$ cat src/rtl/mopshub_clk_pkg.sv
// Shared types and constants for the forwarded-clock enable sequencer.
package mopshub_clk_pkg;

    typedef enum logic [2:0] {
        ST_IDLE,
        ST_WAIT_LOCK,
        ST_SETTLE,
        ST_RUN,
        ST_STOP,
        ST_HOLDOFF
    } state_t;

    localparam int LOSS_CNT_W = 8;
    localparam logic [LOSS_CNT_W-1:0] LOSS_CNT_MAX = '1;

    // One counter serves all three timed phases, so it is sized for the longest.
    function automatic int cnt_width(input int a, input int b, input int c);
        int m;
        m = a;
        if (b > m) m = b;
        if (c > m) m = c;
        return $clog2(m) + 1;
    endfunction

endpackage

$ cat src/rtl/clk_fwd_enable_ctrl_if.sv
// Control/status bundle between the CSR bank, the MMCM lock and the output DDR register.
interface clk_fwd_enable_ctrl_if;

    logic                                  locked;
    logic                                  en_req;
    logic                                  lock_lost_clr;
    logic                                  oddr_ce;
    logic                                  oddr_rst;
    logic                                  fwd_active;
    logic                                  lock_lost;
    logic [mopshub_clk_pkg::LOSS_CNT_W-1:0] loss_cnt;

    modport slave (
        input  locked, en_req, lock_lost_clr,
        output oddr_ce, oddr_rst, fwd_active, lock_lost, loss_cnt
    );

    modport master (
        output locked, en_req, lock_lost_clr,
        input  oddr_ce, oddr_rst, fwd_active, lock_lost, loss_cnt
    );

endinterface

$ cat src/rtl/sync_2ff.sv
// Generic two-flop bit synchronizer, resets to 0.
module sync_2ff (
    input  logic clk,
    input  logic rst,
    input  logic d,
    output logic q
);

    logic meta_q;
    logic sync_q;

    // Two back-to-back flops give the first stage a full cycle to resolve.
    always_ff @(posedge clk) begin
        if (rst) begin
            meta_q <= 1'b0;
            sync_q <= 1'b0;
        end else begin
            meta_q <= d;
            sync_q <= meta_q;
        end
    end

    assign q = sync_q;

endmodule

$ cat src/rtl/clk_fwd_enable_ctrl.sv
// Forwarded-clock enable sequencer: gates the output DDR register on MMCM lock
// and parks the forwarded clock low on stop or lock loss.
//
//   state      | meaning
//   -----------+-----------------------------------------------------------
//   IDLE       | output parked low, waiting for en_req
//   WAIT_LOCK  | requested, waiting for synchronized lock
//   SETTLE     | lock seen, counting SETTLE_CYCLES of stable lock
//   RUN        | clock forwarded (ce=1, ddr reset released)
//   STOP       | ddr reset asserted with ce still high so Q is forced low
//   HOLDOFF    | quiet time after a lock loss, en_req ignored
module clk_fwd_enable_ctrl
    import mopshub_clk_pkg::*;
#(
    parameter int SETTLE_CYCLES  = 1024,
    parameter int STOP_CYCLES    = 2,
    parameter int HOLDOFF_CYCLES = 256
) (
    input  logic                  clk,
    input  logic                  rst,
    clk_fwd_enable_ctrl_if.slave  ctl
);

    localparam int CNT_W = cnt_width(SETTLE_CYCLES, STOP_CYCLES, HOLDOFF_CYCLES);
    localparam logic [CNT_W-1:0] SETTLE_LAST  = CNT_W'(SETTLE_CYCLES - 1);
    localparam logic [CNT_W-1:0] STOP_LAST    = CNT_W'(STOP_CYCLES - 1);
    localparam logic [CNT_W-1:0] HOLDOFF_LAST = CNT_W'(HOLDOFF_CYCLES - 1);

    logic                  locked_s;
    state_t                state_q, state_d;
    logic [CNT_W-1:0]      cnt_q, cnt_d;
    logic                  fault_q, fault_d;
    logic                  loss_event;
    logic                  ce_q, orst_q, fwd_q;
    logic                  lock_lost_q;
    logic [LOSS_CNT_W-1:0] loss_cnt_q;

    sync_2ff u_sync_locked (
        .clk (clk),
        .rst (rst),
        .d   (ctl.locked),
        .q   (locked_s)
    );

    // Next-state, shared counter and fault-flag update.
    always_comb begin
        state_d    = state_q;
        cnt_d      = cnt_q;
        fault_d    = fault_q;
        loss_event = 1'b0;
        case (state_q)
            ST_IDLE: begin
                if (ctl.en_req) state_d = ST_WAIT_LOCK;
            end
            ST_WAIT_LOCK: begin
                if (!ctl.en_req) begin
                    state_d = ST_IDLE;
                end else if (locked_s) begin
                    state_d = ST_SETTLE;
                    cnt_d   = '0;
                end
            end
            ST_SETTLE: begin
                if (!ctl.en_req) begin
                    state_d = ST_IDLE;
                end else if (!locked_s) begin
                    state_d = ST_WAIT_LOCK;
                end else if (cnt_q == SETTLE_LAST) begin
                    state_d = ST_RUN;
                end else begin
                    cnt_d = cnt_q + CNT_W'(1);
                end
            end
            ST_RUN: begin
                // Lock loss takes priority so a simultaneous stop is still logged.
                if (!locked_s) begin
                    state_d    = ST_STOP;
                    fault_d    = 1'b1;
                    loss_event = 1'b1;
                    cnt_d      = STOP_LAST;
                end else if (!ctl.en_req) begin
                    state_d = ST_STOP;
                    fault_d = 1'b0;
                    cnt_d   = STOP_LAST;
                end
            end
            ST_STOP: begin
                if (cnt_q == '0) begin
                    fault_d = 1'b0;
                    if (fault_q) begin
                        state_d = ST_HOLDOFF;
                        cnt_d   = HOLDOFF_LAST;
                    end else begin
                        state_d = ST_IDLE;
                    end
                end else begin
                    cnt_d = cnt_q - CNT_W'(1);
                end
            end
            ST_HOLDOFF: begin
                if (cnt_q == '0) state_d = ST_IDLE;
                else             cnt_d   = cnt_q - CNT_W'(1);
            end
            default: state_d = ST_IDLE;
        endcase
    end

    // State, counter, registered Moore outputs and status flags.
    always_ff @(posedge clk) begin
        if (rst) begin
            state_q     <= ST_IDLE;
            cnt_q       <= '0;
            fault_q     <= 1'b0;
            ce_q        <= 1'b0;
            orst_q      <= 1'b1;
            fwd_q       <= 1'b0;
            lock_lost_q <= 1'b0;
            loss_cnt_q  <= '0;
        end else begin
            state_q <= state_d;
            cnt_q   <= cnt_d;
            fault_q <= fault_d;
            ce_q    <= (state_d == ST_RUN) || (state_d == ST_STOP);
            orst_q  <= (state_d != ST_RUN);
            fwd_q   <= (state_d == ST_RUN);
            if (loss_event)             lock_lost_q <= 1'b1;
            else if (ctl.lock_lost_clr) lock_lost_q <= 1'b0;
            if (loss_event && (loss_cnt_q != LOSS_CNT_MAX))
                loss_cnt_q <= loss_cnt_q + LOSS_CNT_W'(1);
        end
    end

    assign ctl.oddr_ce    = ce_q;
    assign ctl.oddr_rst   = orst_q;
    assign ctl.fwd_active = fwd_q;
    assign ctl.lock_lost  = lock_lost_q;
    assign ctl.loss_cnt   = loss_cnt_q;

endmodule

$ cat src/flat_wrapper.sv
// flat-port wrapper written by rule: the top's interface ports become plain ports
module clk_fwd_enable_ctrl_flat import mopshub_clk_pkg::*;
#(
    parameter int SETTLE_CYCLES  = 1024,
    parameter int STOP_CYCLES    = 2,
    parameter int HOLDOFF_CYCLES = 256
)
  (clk, rst, ctl_locked, ctl_en_req, ctl_lock_lost_clr, ctl_oddr_ce, ctl_oddr_rst, ctl_fwd_active, ctl_lock_lost, ctl_loss_cnt);
  clk_fwd_enable_ctrl_if ctl_i ();
  input  logic clk;
  input  logic rst;
  input wire logic [$bits(ctl_i.locked)-1:0] ctl_locked;
  input wire logic [$bits(ctl_i.en_req)-1:0] ctl_en_req;
  input wire logic [$bits(ctl_i.lock_lost_clr)-1:0] ctl_lock_lost_clr;
  output wire logic [$bits(ctl_i.oddr_ce)-1:0] ctl_oddr_ce;
  output wire logic [$bits(ctl_i.oddr_rst)-1:0] ctl_oddr_rst;
  output wire logic [$bits(ctl_i.fwd_active)-1:0] ctl_fwd_active;
  output wire logic [$bits(ctl_i.lock_lost)-1:0] ctl_lock_lost;
  output wire logic [$bits(ctl_i.loss_cnt)-1:0] ctl_loss_cnt;
  assign ctl_i.locked = ctl_locked;
  assign ctl_i.en_req = ctl_en_req;
  assign ctl_i.lock_lost_clr = ctl_lock_lost_clr;
  assign ctl_oddr_ce = ctl_i.oddr_ce;
  assign ctl_oddr_rst = ctl_i.oddr_rst;
  assign ctl_fwd_active = ctl_i.fwd_active;
  assign ctl_lock_lost = ctl_i.lock_lost;
  assign ctl_loss_cnt = ctl_i.loss_cnt;
  clk_fwd_enable_ctrl #(.SETTLE_CYCLES(SETTLE_CYCLES), .STOP_CYCLES(STOP_CYCLES), .HOLDOFF_CYCLES(HOLDOFF_CYCLES)) u_core (.clk(clk), .rst(rst), .ctl(ctl_i));
endmodule
$ cat config.mk
export PLATFORM = sky130hd
export DESIGN_NAME = clk_fwd_enable_ctrl_flat
export DESIGN_NICKNAME = d
export VERILOG_FILES = /design/src/rtl/mopshub_clk_pkg.sv /design/src/rtl/clk_fwd_enable_ctrl_if.sv /design/src/rtl/sync_2ff.sv /design/src/rtl/clk_fwd_enable_ctrl.sv /design/src/flat_wrapper.sv
export SDC_FILE = /design/constraint.sdc
export NUM_CORES = 1
export LEC_CHECK = 0
export ABC_AREA = 1
export BUFFER_PORTS_ARGS = -buffer_cell sky130_fd_sc_hd__buf_2
export CELL_PAD_IN_SITES_DETAIL_PLACEMENT = 1
export CELL_PAD_IN_SITES_GLOBAL_PLACEMENT = 2
export CORE_MARGIN = 3
export CORE_UTILIZATION = 33
export CTS_BUF_LIST = sky130_fd_sc_hd__clkbuf_8
export DETAILED_ROUTE_END_ITERATION = 8
export GPL_TIMING_DRIVEN = 0
export MAX_ROUTING_LAYER = met4
export PLACE_DENSITY_LB_ADDON = 0.1
export SYNTH_ARGS = -nofsm -noshare
export SYNTH_HDL_FRONTEND = slang
export SYNTH_HIERARCHICAL = 1
export SYNTH_SLANG_ARGS = --single-unit
$ cat constraint.sdc
create_clock -name clk -period 2.5 [get_ports clk]
set_clock_uncertainty 0.2 [all_clocks]
set_input_delay 0.125 -clock clk [delete_from_list [all_inputs] [get_ports clk]]
set_output_delay 0.125 -clock clk [all_outputs]
set_load 0.01 [all_outputs]
==> out/results.tsv <==
metric	value	unit
Clk Latency, worst-skew pair	0.29	ns
Seq pwr share	0.512	
initial antenna violation count	0	
f_max	434	MHz
number of diodes	0	
mux share of post-synthesis cell area	0	
fin util	0.395	
switching power	0.000241	W
WP depth	11	
gate count after technology mapping	299	
Initial Util	0.344	
Yosys top cell area share	0.302	
FF/Latch Area	581	um^2
post-synthesis sequential area ratio	0.302	
reg2reg end	u_core/cnt_q[3]$_SDFFE_PP0P_	
Netlist cell types	32	
drt first-iter violations	62	
Combinational Power Share	0.065	
final worst slack	0.195	ns
largest net degree at the start of global routing	11	
clock power share	0.423	
area leader, netlist	dfxtp_1	
Tot GR Track Use	0.179	
Rel. slew slack	0.539	
DRC Markers	0	
synthesis-to-layout area growth	14.7	%
TritonCTS clock tree	yes	
Synth Area in Simple Gates	0.417	
hold depth	5	
Pleak	1.05	nW
max incr delay on CP	0.38	ns
CP max FO	10	
Inserted Clock Buffers	5	
I/O pin count	17	
Slew Limit Fails	0	
#FFs+latches synth	29	
Multi-input gate area	1160	um^2
internal reg-to-reg setup slack	0.20	ns
min-delay worst type	primary input to flop	
delay-heaviest family, CP	simple AND/OR/NAND/NOR gates	
most used cell, CP	nand2_4	
Worst-path clk slew	0.07	ns
first-pass GRT wire length	8.91	mm
Hold Vio Cnt, Final	0	
Peak VDD IR	207	uV
fin nets	333	
hold path start	ctl_en_req	
P per Cell Area	415	nW/um^2
critical path's slowest cell	dfxtp_1	
cell area after synthesis	1920	um^2
Vias per Instance	4.91	
worst path required time	2.52	ns
DR pass1 iterations	4	
Pint	0.000672	W
top cells by area, synth	dfxtp_1 30%, nand2_1 16%, nand3_1 7.8%	
Critical R2R Launch	u_core/cnt_q[0]$_SDFFE_PP0P_	
average size of a mapped cell	6.42	um^2
critical-path cell list	inv_1 > ha_1 > nand3_2 > nor2_8 > nand3_4 > nand2_4 > nand2_4 > nand2_2 > buf_6 > nand2_1 > a21oi_2	
sw frac	0.264	
post-route insts no fill	398	
layout cells sized above 1	0.187	
final-layout fill cell count	750	
Post-Synth XOR/XNOR Area	0.0228	
GPL Wtd Cong	0.808	
Final setup violation count	0	
WHS Endpoint	u_core/state_q[1]$_SDFF_PP0_	
startpoint types	flop	
post-synthesis adder-cell area fraction	0.0196	
Arr. time, crit path	2.32	ns
Compound-Gate Fraction of Synth Area	0.143	
chip height	82.3	um
clk sinks	29	
H-tree depth	2	
final setup TNS	0	ns
CP bufs+invs	2	
number of global-route vias before repair	1794	
remaining antenna violation count	0	
routed wire length	5.52	mm
die area	6770	um^2
Avg WL per Cell	13.9	um
Max Cap Viol	0	
RSZ-0062 raised after global routing	false	
fin crit share	0.922	
CTS Buffer Depth	2	
Worst-Margin Slew	0.692	ns
fin crit period	2.30	ns
IO buf count	16	
Net Count, Synth	307	
max reg flops	11	
dpl hpwl	4.13	mm
R2R cell count	11	
critical path type	flop to flop	
most flop-heavy register	u_core/cnt_q	
root buffer cell	clkbuf_8	
die width	82.3	um
Core Area	5570	um^2
Worst setup EP type	flop	
YS warnings	6	
via count	1956	
Place WS	0.230	ns
Post-Place Cells	387	
Post-CTS Setup Repair Bufs	0	
largest family of logic cells by synthesized area	simple AND/OR/NAND/NOR gates	
FP Rows	27	
total gr overflow	0	
status	completed	
Resize count post-CTS	0	
==> cells in the mapped netlist (all sizes together) <==
| cell type | number |
|---|---|
| nand2 | 90 |
| nor2 | 39 |
| inv | 38 |
| nand3 | 34 |
| dfxtp | 29 |
| a21oi | 26 |
| o21ai | 15 |
| buf | 5 |
| nor3 | 5 |
| ha | 3 |
| nand4 | 3 |
| xor2 | 3 |
| o211ai | 2 |
| xnor2 | 2 |
| a31oi | 1 |
| clkbuf | 1 |
| nor4 | 1 |
| o21bai | 1 |
| o22ai | 1 |
==> metal layers <==
metal,up-vias,track usage,share of wire
met5,-,-,0
met2,28,0.264,0.44
met3,5,0.0358,0.040
met4,0,0.0498,0.010
li1,1009,-,-
met1,914,0.247,0.51
==> through the flow <==
step | hold slack [ns] | power (W) | area, um^2
after floorplan | -0.00382 | 0.000515 | 1920
after global routing | 0.164 | 0.000960 | 2200
after detailed placement | 0.124 | 0.000533 | 2090
after global placement | 0.122 | 0.000534 | 2090
final | 0.128 | 0.000913 | 2200
after CTS | 0.114 | 0.000935 | 2200
==> worst register-to-register path, delay by kind of cell, from the launching register on <==
| family | cells | cell delay [ns] |
|---|---|---|
| fa+ha+maj | 1 | 0.28 |
| flops | 1 | 0.38 |
| compound gates | 1 | 0.11 |
| buf+inv | 2 | 0.39 |
| simple gates | 7 | 0.87 |
==> power by group through the flow <==
stage	Clock, W	Combinational, W	Sequential, W
4_1_cts	0.000409	0.0000588	0.000468
5_1_grt	0.000427	0.0000646	0.000468
3_3_place_gp	0	0.0000550	0.000479
6_report	0.000386	0.0000589	0.000468
3_5_place_dp	0	0.0000547	0.000478
2_1_floorplan	0	0.0000369	0.000478
==> layout make-up <==
cell class,instances,share of cell area
Buffer,6,0.0182
Clock buffer,5,0.0313
Clock inverter,3,0.00625
Inverter,38,0.0648
Multi-Input combinational cell,226,0.525
Sequential cell,29,0.264
Tap cell,72,0.0409
Timing Repair Buffer,19,0.0500
==> cell families (layout without fill, tap and decap cells) <==
kind of cell               count (synthesis)  after routing
DFF                                       29             29
adders and majority gates                  3              3
AOI/OAI and AO/OA                         46             46
xor gates and xnor gates                   5              5
and+or+nand+nor                          172            172
buffers and inverters                     44             71
==> worst max-delay path by stage <==
stage	from	end
after CTS	u_core/cnt_q[0]$_SDFFE_PP0P_	u_core/cnt_q[3]$_SDFFE_PP0P_
after global placement	u_core/cnt_q[0]$_SDFFE_PP0P_	u_core/ctl.oddr_ce$_SDFF_PP0_
after floorplan	u_core/cnt_q[0]$_SDFFE_PP0P_	u_core/cnt_q[9]$_SDFFE_PP0P_
after detailed placement	u_core/cnt_q[0]$_SDFFE_PP0P_	u_core/cnt_q[3]$_SDFFE_PP0P_
final	u_core/cnt_q[0]$_SDFFE_PP0P_	u_core/cnt_q[3]$_SDFFE_PP0P_
after global routing	u_core/cnt_q[0]$_SDFFE_PP0P_	u_core/ctl.oddr_ce$_SDFF_PP0_
==> what timing repair did <==
action / CTS / global route
setup endpoints to repair: 0 / 0
hold endpoints to repair: 3 / 0
hold buffers: 3 / 0
==> placed cells by master (no fill, tap or decap), types with 4 or more instances in the layout <==
cell type | synthesis | routed
buf_2 | 2 | 18
a21oi_1 | 18 | 18
nand3_1 | 30 | 30
nand2_2 | 7 | 7
nor3_1 | 4 | 4
clkbuf_8 | 0 | 5
a21oi_2 | 8 | 8
nor2_1 | 34 | 34
inv_2 | 6 | 6
inv_1 | 32 | 33
o21ai_0 | 14 | 14
dfxtp_1 | 29 | 29
nand2_1 | 81 | 81
Note: power is estimated with default switching activity, not from simulation.
